$ cat config.mk
export PLATFORM = sky130hd
export DESIGN_NAME = multicycle_ctrl_flat
export DESIGN_NICKNAME = d
export VERILOG_FILES = /design/src/rtl/multicycle_ctrl_if.sv /design/src/rtl/multicycle_ctrl.sv /design/src/flat_wrapper.sv
export SDC_FILE = /design/constraint.sdc
export NUM_CORES = 1
export LEC_CHECK = 0
export CORE_MARGIN = 2
export CORE_UTILIZATION = 39
export DETAILED_ROUTE_END_ITERATION = 6
export GPL_ROUTABILITY_DRIVEN = 0
export PLACE_DENSITY_LB_ADDON = 0.25
export SETUP_SLACK_MARGIN = 0.2
export SLEW_MARGIN = 20
export SYNTH_ARGS = -nofsm -noshare
export SYNTH_HDL_FRONTEND = slang
export SYNTH_SLANG_ARGS = --single-unit
$ cat constraint.sdc
create_clock -name clk -period 4.4 [get_ports clk]
set_clock_uncertainty 0.15 [all_clocks]
set_input_delay 0.88 -clock clk [delete_from_list [all_inputs] [get_ports clk]]
set_output_delay 0.88 -clock clk [all_outputs]
set_load 0.005 [all_outputs]
$ cat src/rtl/multicycle_ctrl_if.sv
`default_nettype none
// ============================================================
// Module   : multicycle_ctrl_if
// Function : control/handshake bundle between FSM and datapath
// Revision : 1.0
// ============================================================
interface multicycle_ctrl_if #(
  parameter int CNT_W = 32
);
  logic [6:0]       opcode;
  logic             branch_taken;
  logic             imem_ready;
  logic             dmem_ready;
  logic             imem_req;
  logic             dmem_req;
  logic             dmem_wen;
  logic             ir_we;
  logic [2:0]       imm_sel;
  logic             alu_src_a;
  logic             alu_src_b;
  logic [1:0]       alu_op;
  logic             pc_we;
  logic [1:0]       pc_sel;
  logic             reg_we;
  logic [1:0]       wb_sel;
  logic [2:0]       state;
  logic             trap;
  logic [CNT_W-1:0] retired;

  modport master (
    input  opcode, branch_taken, imem_ready, dmem_ready,
    output imem_req, dmem_req, dmem_wen, ir_we, imm_sel, alu_src_a, alu_src_b,
           alu_op, pc_we, pc_sel, reg_we, wb_sel, state, trap, retired
  );

  modport slave (
    output opcode, branch_taken, imem_ready, dmem_ready,
    input  imem_req, dmem_req, dmem_wen, ir_we, imm_sel, alu_src_a, alu_src_b,
           alu_op, pc_we, pc_sel, reg_we, wb_sel, state, trap, retired
  );
endinterface
`default_nettype wire

$ cat src/rtl/multicycle_ctrl.sv
`default_nettype none
// ============================================================
// Module   : multicycle_ctrl
// Function : RV32I multi-cycle control FSM with retire counter and trap
// Revision : 1.0
// ============================================================
module multicycle_ctrl #(
  parameter int CNT_W      = 32,
  parameter int RESET_HOLD = 1
) (
  input  logic                clk,
  input  logic                rst_n,
  multicycle_ctrl_if.master   bus
);

  localparam logic [2:0] c_idle   = 3'd0;
  localparam logic [2:0] c_fetch  = 3'd1;
  localparam logic [2:0] c_decode = 3'd2;
  localparam logic [2:0] c_exec   = 3'd3;
  localparam logic [2:0] c_mem    = 3'd4;
  localparam logic [2:0] c_wb     = 3'd5;
  localparam logic [2:0] c_trap   = 3'd6;

  localparam logic [6:0] c_op_load   = 7'b0000011;
  localparam logic [6:0] c_op_store  = 7'b0100011;
  localparam logic [6:0] c_op_branch = 7'b1100011;
  localparam logic [6:0] c_op_op     = 7'b0110011;
  localparam logic [6:0] c_op_opimm  = 7'b0010011;
  localparam logic [6:0] c_op_lui    = 7'b0110111;
  localparam logic [6:0] c_op_auipc  = 7'b0010111;
  localparam logic [6:0] c_op_jal    = 7'b1101111;
  localparam logic [6:0] c_op_jalr   = 7'b1100111;

  localparam logic [2:0] c_imm_none = 3'd0;
  localparam logic [2:0] c_imm_i    = 3'd1;
  localparam logic [2:0] c_imm_s    = 3'd2;
  localparam logic [2:0] c_imm_b    = 3'd3;
  localparam logic [2:0] c_imm_u    = 3'd4;
  localparam logic [2:0] c_imm_j    = 3'd5;

  localparam logic [3:0]       c_hold_last = 4'(RESET_HOLD - 1);
  localparam logic [CNT_W-1:0] c_ret_one   = CNT_W'(1);

  logic [2:0]       r_state;
  logic [2:0]       w_next;
  logic [3:0]       r_hold;
  logic             r_trap;
  logic [CNT_W-1:0] r_retired;

  logic       w_is_load, w_is_store, w_is_branch, w_is_jal, w_is_jalr;
  logic       w_alu_hold, w_legal;
  logic [2:0] w_imm_fmt;
  logic [3:0] w_alu_ctl;  // {alu_src_a, alu_src_b, alu_op}

  logic       w_imem_req, w_dmem_req, w_dmem_wen, w_ir_we;
  logic [2:0] w_imm_sel;
  logic       w_alu_src_a, w_alu_src_b;
  logic [1:0] w_alu_op;
  logic       w_pc_we, w_reg_we, w_retire;
  logic [1:0] w_pc_sel, w_wb_sel;

  always_comb begin
    w_is_load   = 1'b0;
    w_is_store  = 1'b0;
    w_is_branch = 1'b0;
    w_is_jal    = 1'b0;
    w_is_jalr   = 1'b0;
    w_alu_hold  = 1'b0;
    w_legal     = 1'b1;
    w_imm_fmt   = c_imm_none;
    w_alu_ctl   = 4'b0000;
    case (bus.opcode)
      c_op_load:   begin w_is_load = 1'b1;   w_imm_fmt = c_imm_i; w_alu_ctl = 4'b0100; end
      c_op_store:  begin w_is_store = 1'b1;  w_imm_fmt = c_imm_s; w_alu_ctl = 4'b0100; end
      c_op_branch: begin w_is_branch = 1'b1; w_imm_fmt = c_imm_b; w_alu_ctl = 4'b0001; end
      c_op_op:     begin w_alu_hold = 1'b1;  w_alu_ctl = 4'b0010; end
      c_op_opimm:  begin w_alu_hold = 1'b1;  w_imm_fmt = c_imm_i; w_alu_ctl = 4'b0110; end
      c_op_lui:    begin w_alu_hold = 1'b1;  w_imm_fmt = c_imm_u; w_alu_ctl = 4'b0111; end
      c_op_auipc:  begin w_alu_hold = 1'b1;  w_imm_fmt = c_imm_u; w_alu_ctl = 4'b1100; end
      c_op_jal:    begin w_is_jal = 1'b1;    w_imm_fmt = c_imm_j; end
      c_op_jalr:   begin
        w_is_jalr  = 1'b1;
        w_alu_hold = 1'b1;
        w_imm_fmt  = c_imm_i;
        w_alu_ctl  = 4'b0100;
      end
      default:     w_legal = 1'b0;
    endcase
  end

  always_comb begin
    w_next      = r_state;
    w_imem_req  = 1'b0;
    w_dmem_req  = 1'b0;
    w_dmem_wen  = 1'b0;
    w_ir_we     = 1'b0;
    w_imm_sel   = c_imm_none;
    w_alu_src_a = 1'b0;
    w_alu_src_b = 1'b0;
    w_alu_op    = 2'd0;
    w_pc_we     = 1'b0;
    w_pc_sel    = 2'd0;
    w_reg_we    = 1'b0;
    w_wb_sel    = 2'd0;
    w_retire    = 1'b0;
    case (r_state)
      c_idle: begin
        if (r_hold == c_hold_last) w_next = c_fetch;
      end
      c_fetch: begin
        w_imem_req = 1'b1;
        if (bus.imem_ready) begin
          w_ir_we = 1'b1;
          w_next  = c_decode;
        end
      end
      c_decode: begin
        w_imm_sel = w_imm_fmt;
        w_next    = w_legal ? c_exec : c_trap;
      end
      c_exec: begin
        w_imm_sel = w_imm_fmt;
        {w_alu_src_a, w_alu_src_b, w_alu_op} = w_alu_ctl;
        if (w_is_branch) begin
          w_pc_we  = 1'b1;
          w_pc_sel = bus.branch_taken ? 2'd1 : 2'd0;
          w_retire = 1'b1;
          w_next   = c_fetch;
        end else if (w_is_load || w_is_store) begin
          w_next = c_mem;
        end else begin
          w_next = c_wb;
        end
      end
      c_mem: begin
        w_imm_sel  = w_imm_fmt;
        w_dmem_req = 1'b1;
        w_dmem_wen = w_is_store;
        if (bus.dmem_ready) begin
          if (w_is_store) begin
            w_pc_we  = 1'b1;
            w_retire = 1'b1;
            w_next   = c_fetch;
          end else begin
            w_next = c_wb;
          end
        end
      end
      c_wb: begin
        w_imm_sel = w_imm_fmt;
        w_reg_we  = 1'b1;
        w_pc_we   = 1'b1;
        w_retire  = 1'b1;
        w_wb_sel  = w_is_load ? 2'd1 : ((w_is_jal || w_is_jalr) ? 2'd2 : 2'd0);
        w_pc_sel  = w_is_jal ? 2'd1 : (w_is_jalr ? 2'd2 : 2'd0);
        // Keep the ALU result stable while it is being written back
        if (w_alu_hold) {w_alu_src_a, w_alu_src_b, w_alu_op} = w_alu_ctl;
        w_next = c_fetch;
      end
      c_trap:  w_next = c_trap;
      default: w_next = c_idle;
    endcase
  end

  always_ff @(posedge clk or negedge rst_n) begin
    if (!rst_n) begin
      r_state   <= c_idle;
      r_hold    <= 4'd0;
      r_trap    <= 1'b0;
      r_retired <= '0;
    end else begin
      r_state <= w_next;
      if (r_state == c_idle && r_hold != c_hold_last) r_hold <= r_hold + 4'd1;
      if (w_next == c_trap) r_trap <= 1'b1;
      if (w_retire) r_retired <= r_retired + c_ret_one;
    end
  end

  assign bus.imem_req  = w_imem_req;
  assign bus.dmem_req  = w_dmem_req;
  assign bus.dmem_wen  = w_dmem_wen;
  assign bus.ir_we     = w_ir_we;
  assign bus.imm_sel   = w_imm_sel;
  assign bus.alu_src_a = w_alu_src_a;
  assign bus.alu_src_b = w_alu_src_b;
  assign bus.alu_op    = w_alu_op;
  assign bus.pc_we     = w_pc_we;
  assign bus.pc_sel    = w_pc_sel;
  assign bus.reg_we    = w_reg_we;
  assign bus.wb_sel    = w_wb_sel;
  assign bus.state     = r_state;
  assign bus.trap      = r_trap;
  assign bus.retired   = r_retired;

endmodule
`default_nettype wire

$ cat src/flat_wrapper.sv
// flat-port wrapper written by rule: the top's interface ports become plain ports
module multicycle_ctrl_flat 
#(
  parameter int CNT_W      = 32,
  parameter int RESET_HOLD = 1
)
  (clk, rst_n, bus_opcode, bus_branch_taken, bus_imem_ready, bus_dmem_ready, bus_imem_req, bus_dmem_req, bus_dmem_wen, bus_ir_we, bus_imm_sel, bus_alu_src_a, bus_alu_src_b, bus_alu_op, bus_pc_we, bus_pc_sel, bus_reg_we, bus_wb_sel, bus_state, bus_trap, bus_retired);
  multicycle_ctrl_if #(.CNT_W(CNT_W)) bus_i ();
  input  logic clk;
  input  logic rst_n;
  input wire logic [$bits(bus_i.opcode)-1:0] bus_opcode;
  input wire logic [$bits(bus_i.branch_taken)-1:0] bus_branch_taken;
  input wire logic [$bits(bus_i.imem_ready)-1:0] bus_imem_ready;
  input wire logic [$bits(bus_i.dmem_ready)-1:0] bus_dmem_ready;
  output wire logic [$bits(bus_i.imem_req)-1:0] bus_imem_req;
  output wire logic [$bits(bus_i.dmem_req)-1:0] bus_dmem_req;
  output wire logic [$bits(bus_i.dmem_wen)-1:0] bus_dmem_wen;
  output wire logic [$bits(bus_i.ir_we)-1:0] bus_ir_we;
  output wire logic [$bits(bus_i.imm_sel)-1:0] bus_imm_sel;
  output wire logic [$bits(bus_i.alu_src_a)-1:0] bus_alu_src_a;
  output wire logic [$bits(bus_i.alu_src_b)-1:0] bus_alu_src_b;
  output wire logic [$bits(bus_i.alu_op)-1:0] bus_alu_op;
  output wire logic [$bits(bus_i.pc_we)-1:0] bus_pc_we;
  output wire logic [$bits(bus_i.pc_sel)-1:0] bus_pc_sel;
  output wire logic [$bits(bus_i.reg_we)-1:0] bus_reg_we;
  output wire logic [$bits(bus_i.wb_sel)-1:0] bus_wb_sel;
  output wire logic [$bits(bus_i.state)-1:0] bus_state;
  output wire logic [$bits(bus_i.trap)-1:0] bus_trap;
  output wire logic [$bits(bus_i.retired)-1:0] bus_retired;
  assign bus_i.opcode = bus_opcode;
  assign bus_i.branch_taken = bus_branch_taken;
  assign bus_i.imem_ready = bus_imem_ready;
  assign bus_i.dmem_ready = bus_dmem_ready;
  assign bus_imem_req = bus_i.imem_req;
  assign bus_dmem_req = bus_i.dmem_req;
  assign bus_dmem_wen = bus_i.dmem_wen;
  assign bus_ir_we = bus_i.ir_we;
  assign bus_imm_sel = bus_i.imm_sel;
  assign bus_alu_src_a = bus_i.alu_src_a;
  assign bus_alu_src_b = bus_i.alu_src_b;
  assign bus_alu_op = bus_i.alu_op;
  assign bus_pc_we = bus_i.pc_we;
  assign bus_pc_sel = bus_i.pc_sel;
  assign bus_reg_we = bus_i.reg_we;
  assign bus_wb_sel = bus_i.wb_sel;
  assign bus_state = bus_i.state;
  assign bus_trap = bus_i.trap;
  assign bus_retired = bus_i.retired;
  multicycle_ctrl #(.CNT_W(CNT_W), .RESET_HOLD(RESET_HOLD)) u_core (.clk(clk), .rst_n(rst_n), .bus(bus_i));
endmodule
==> flow_summary_export.csv <==
group,metric,value,unit
outcome,status,"completed",
global_route,grt_use_total,0.1756,
placement,dpl_cell_area,0.003048,mm²
critical_path,worstPathRequired,3370,ps
placement,port-buffer-count,64,
clocking,clockBufferDepth,2,
synthesis,synth-seq-cells,40,
detailed_routing,drt-total-wl,5457,µm
clocking,cts-root-buf,"clkbuf_8",
power_and_ir_drop,peakVddDrop,0.2100,mV
floorplan,core_area,0.005816,mm²
layout,seqCellArea,0.001001,mm²
critical_path,cp_cell_sequence,"clkdlybuf4s50_1 > nand3b_1 > or3_1 > a21oi_1 > o211ai_1 > nor3_1 > clkdlybuf4s50_1",
sta,period_share,0.9125,
sta,hold_viol_final,0,
placement,hpwlAfterDp,4114,µm
floorplan,fp-row-count,28,
critical_path,cp_slowest_cell,"clkdlybuf4s50_1",
sta,fmax,0.2491,GHz
layout,postLayoutCoreUtil,0.5519,
detailed_routing,vias_per_cell,5.349,
floorplan,die_h,81.10,µm
detailed_routing,wire_per_inst,14.21,µm
synthesis,ys.warnings.count,0,
detailed_routing,ant_nets,0,
detailed_routing,drt_pass1_iterations,5,
critical_path,startpoint_type,"primary input",
clocking,cts_resized,0,
global_route,grt_max_degree,41,
clocking,htreeDepth,2,
sta,rsz0062_at_grt,"no",
detailed_routing,drc,0,
worst_hold_path,hold_path.class,"flop to flop",
layout,fillers,545,
sta,slew_viol_final,0,
clocking,path_clk_slew,70,ps
clocking,cts_buffers,5,
job,maxCapViolations,0,
floorplan,initial_core_util,0.3987,
power_and_ir_drop,pwr_density_cell,371.6,mW/mm²
sta,fin_tns_setup,0,ps
detailed_routing,vias,2054,
sta,period_needed,4015,ps
layout,multi_input_area,0.001239,mm²
synthesis,ys_types,50,
synthesis,synth_seq_area_share,0.4317,
sta,slew_headroom,0.4241,
layout,final_nets,323,
layout,final_cell_area,0.003209,mm²
synthesis,syn-cell-area,0.002318,mm²
global_route,antenna_found_initial,0,
layout,drive_gt1_frac,0.1133,
global_route,gr-total-overflow,0,
clocking,cts_tree,"built",
critical_path,path_max_fanout,4,
floorplan,io_pins,65,
global_route,grt_pass1_wl,9059,µm
synthesis,synthCells,238,
detailed_routing,drt_iter0_drc,143,
sta,layout_setup_ws,384.9,ps
placement,dp_slack,316.1,ps
sta,finalSetupViolations,0,
power_and_ir_drop,cellLeakagePower,0.001329,µW
critical_path,cp.arrival,2990,ps
critical_path,cp-end-kind,"output pin",
clocking,clk_latency,290,ps
sta,tightest_slew,863.8,ps
layout,areaGrowthSynthToFinish,38.42,%
clocking,cts_setup_buffers,0,
layout,num_antenna_cells,0,
critical_path,path_class,"primary input to output pin",
clocking,hold_buffers,0,
critical_path,cpMostUsedCell,"clkdlybuf4s50_1",
floorplan,die_area,0.006577,mm²
critical_path,critPathMaxStageDelay,540,ps
synthesis,synth_area_per_cell,9.741,µm²
floorplan,die_w,81.10,µm
synthesis,syn-num-nets,253,
global_route,grt_pass1_vias,1975,
clocking,cts.sinks,40,
## cell usage in the layout (no fill, tap or decap), types with 3 or more instances in the layout
cell	instances
a211oi_2	5
a21oi_1	5
and3_1	6
buf_4	6
bufinv_16	3
clkbuf_8	5
clkdlybuf4s50_1	62
dfrtp_1	40
ha_1	3
inv_1	9
nand2_1	22
nand2b_1	4
nand3_1	13
nand4_1	13
nor2_1	18
nor3_1	9
nor4_1	3
o211ai_1	5
o21ai_0	3
or2_2	4
xnor2_1	21
xor2_1	12
## report_power, final
part           switching, µW  total (µW)  internal, µW
clock                    129         413           284
sequential              62.9         464           401
combinational            142         316           174
## registers in the layout (all words and copies together) (netlist names)
signal / cells
u_core.bus.retired: 32
u_core.bus.state: 3
u_core.r_hold: 4
u_core.bus.trap: 1
## stage by stage
| stage | power (µW) | hold slack, ps | std cells |
|---|---|---|---|
| floorplan | 620.7 | 296.2 | 238 |
| global placement | 782.6 | 302.6 | 376 |
| detailed placement | 788.0 | 307.8 | 376 |
| CTS | 1203 | 326.7 | 384 |
| global route | 1258 | 343.7 | 384 |
| finish | 1192 | 318.1 | 384 |
## routing by layer
layer / routed length [µm] / share of wire / vias to the layer above / GRT usage
li1: - / - / 994 / -
met1: 2441 / 0.45 / 967 / 0.2351
met2: 2540 / 0.47 / 83 / 0.2727
met3: 397 / 0.073 / 10 / 0.04889
met4: 78 / 0.014 / 0 / 0.06102
met5: 0 / 0 / - / 0
## logic make-up (layout without fill, tap and decap cells)
family          count (synthesis)  after routing  share of synthesized area
xor+xnor                       33             33                     0.1247
buf+inv                        16             87                    0.03400
simple gates                  111            111                     0.2639
fa+ha+maj                       3              3                    0.01619
mux                             2              2                    0.01457
compound gates                 33             33                     0.1150
flops                          40             40                     0.4317
## final timing paths
path	from	to	slack [ps]	cells past startpoint
max	bus_opcode[4]	bus_alu_op[0]	380	7
min	u_core.bus.retired[31]$_DFFE_PN0P_	u_core.bus.retired[31]$_DFFE_PN0P_	320	1
min reg2reg	u_core.bus.retired[31]$_DFFE_PN0P_	u_core.bus.retired[31]$_DFFE_PN0P_	320	1
max reg2reg	u_core.bus.retired[0]$_DFFE_PN0P_	u_core.bus.retired[22]$_DFFE_PN0P_	2080	5
max in group asynchronous	rst_n	u_core.bus.retired[13]$_DFFE_PN0P_	3010	1
min in group asynchronous	rst_n	u_core.bus.retired[6]$_DFFE_PN0P_	540	1
## cell usage after synthesis (all sizes together)
master / instances / area share
o211ai: 5 / 0.016
or2: 4 / 0.011
a31oi: 1 / 0.0027
a311oi: 1 / 0.0038
and4: 1 / 0.0049
mux4: 1 / 0.0097
buf: 5 / 0.016
o31a: 1 / 0.0038
nor3: 10 / 0.024
a41oi: 1 / 0.0070
nand4: 13 / 0.035
o21ai: 5 / 0.011
nor4: 5 / 0.019
o2111ai: 2 / 0.0076
a22o: 1 / 0.0038
dfrtp: 40 / 0.43
xor2: 12 / 0.045
a21oi: 6 / 0.015
or3: 2 / 0.0054
and2: 1 / 0.0027
nand4b: 1 / 0.0038
and2b: 1 / 0.0032
o21a: 1 / 0.0032
nand2b: 4 / 0.011
a41o: 1 / 0.0043
nor3b: 2 / 0.0065
and3: 6 / 0.016
nand2: 22 / 0.036
and4b: 1 / 0.0043
nand3: 13 / 0.028
a211oi: 6 / 0.030
xnor2: 21 / 0.079
a2111oi: 1 / 0.0038
nor2b: 3 / 0.0092
and3b: 1 / 0.0043
mux2: 1 / 0.0049
ha: 3 / 0.016
a22oi: 1 / 0.0032
inv: 9 / 0.015
nor2: 19 / 0.034
clkbuf: 2 / 0.0032
nand3b: 2 / 0.0065
## area by class of cell
cell class	instances	share of cell area
Multi-Input combinational cell	182	0.3860
Tap cell	75	0.02924
Clock buffer	5	0.02144
Clock inverter	3	0.02807
Inverter	9	0.01053
Timing Repair Buffer	70	0.2129
Sequential cell	40	0.3119
## critical path: cells and delay by family
family / cells / cell delay, ps
AND/OR/NAND/NOR: 3 / 880
buffers and inverters: 2 / 960
AO/OA/AOI/OAI: 2 / 270
No activity file was read; power rests on OpenSTA's default activity.
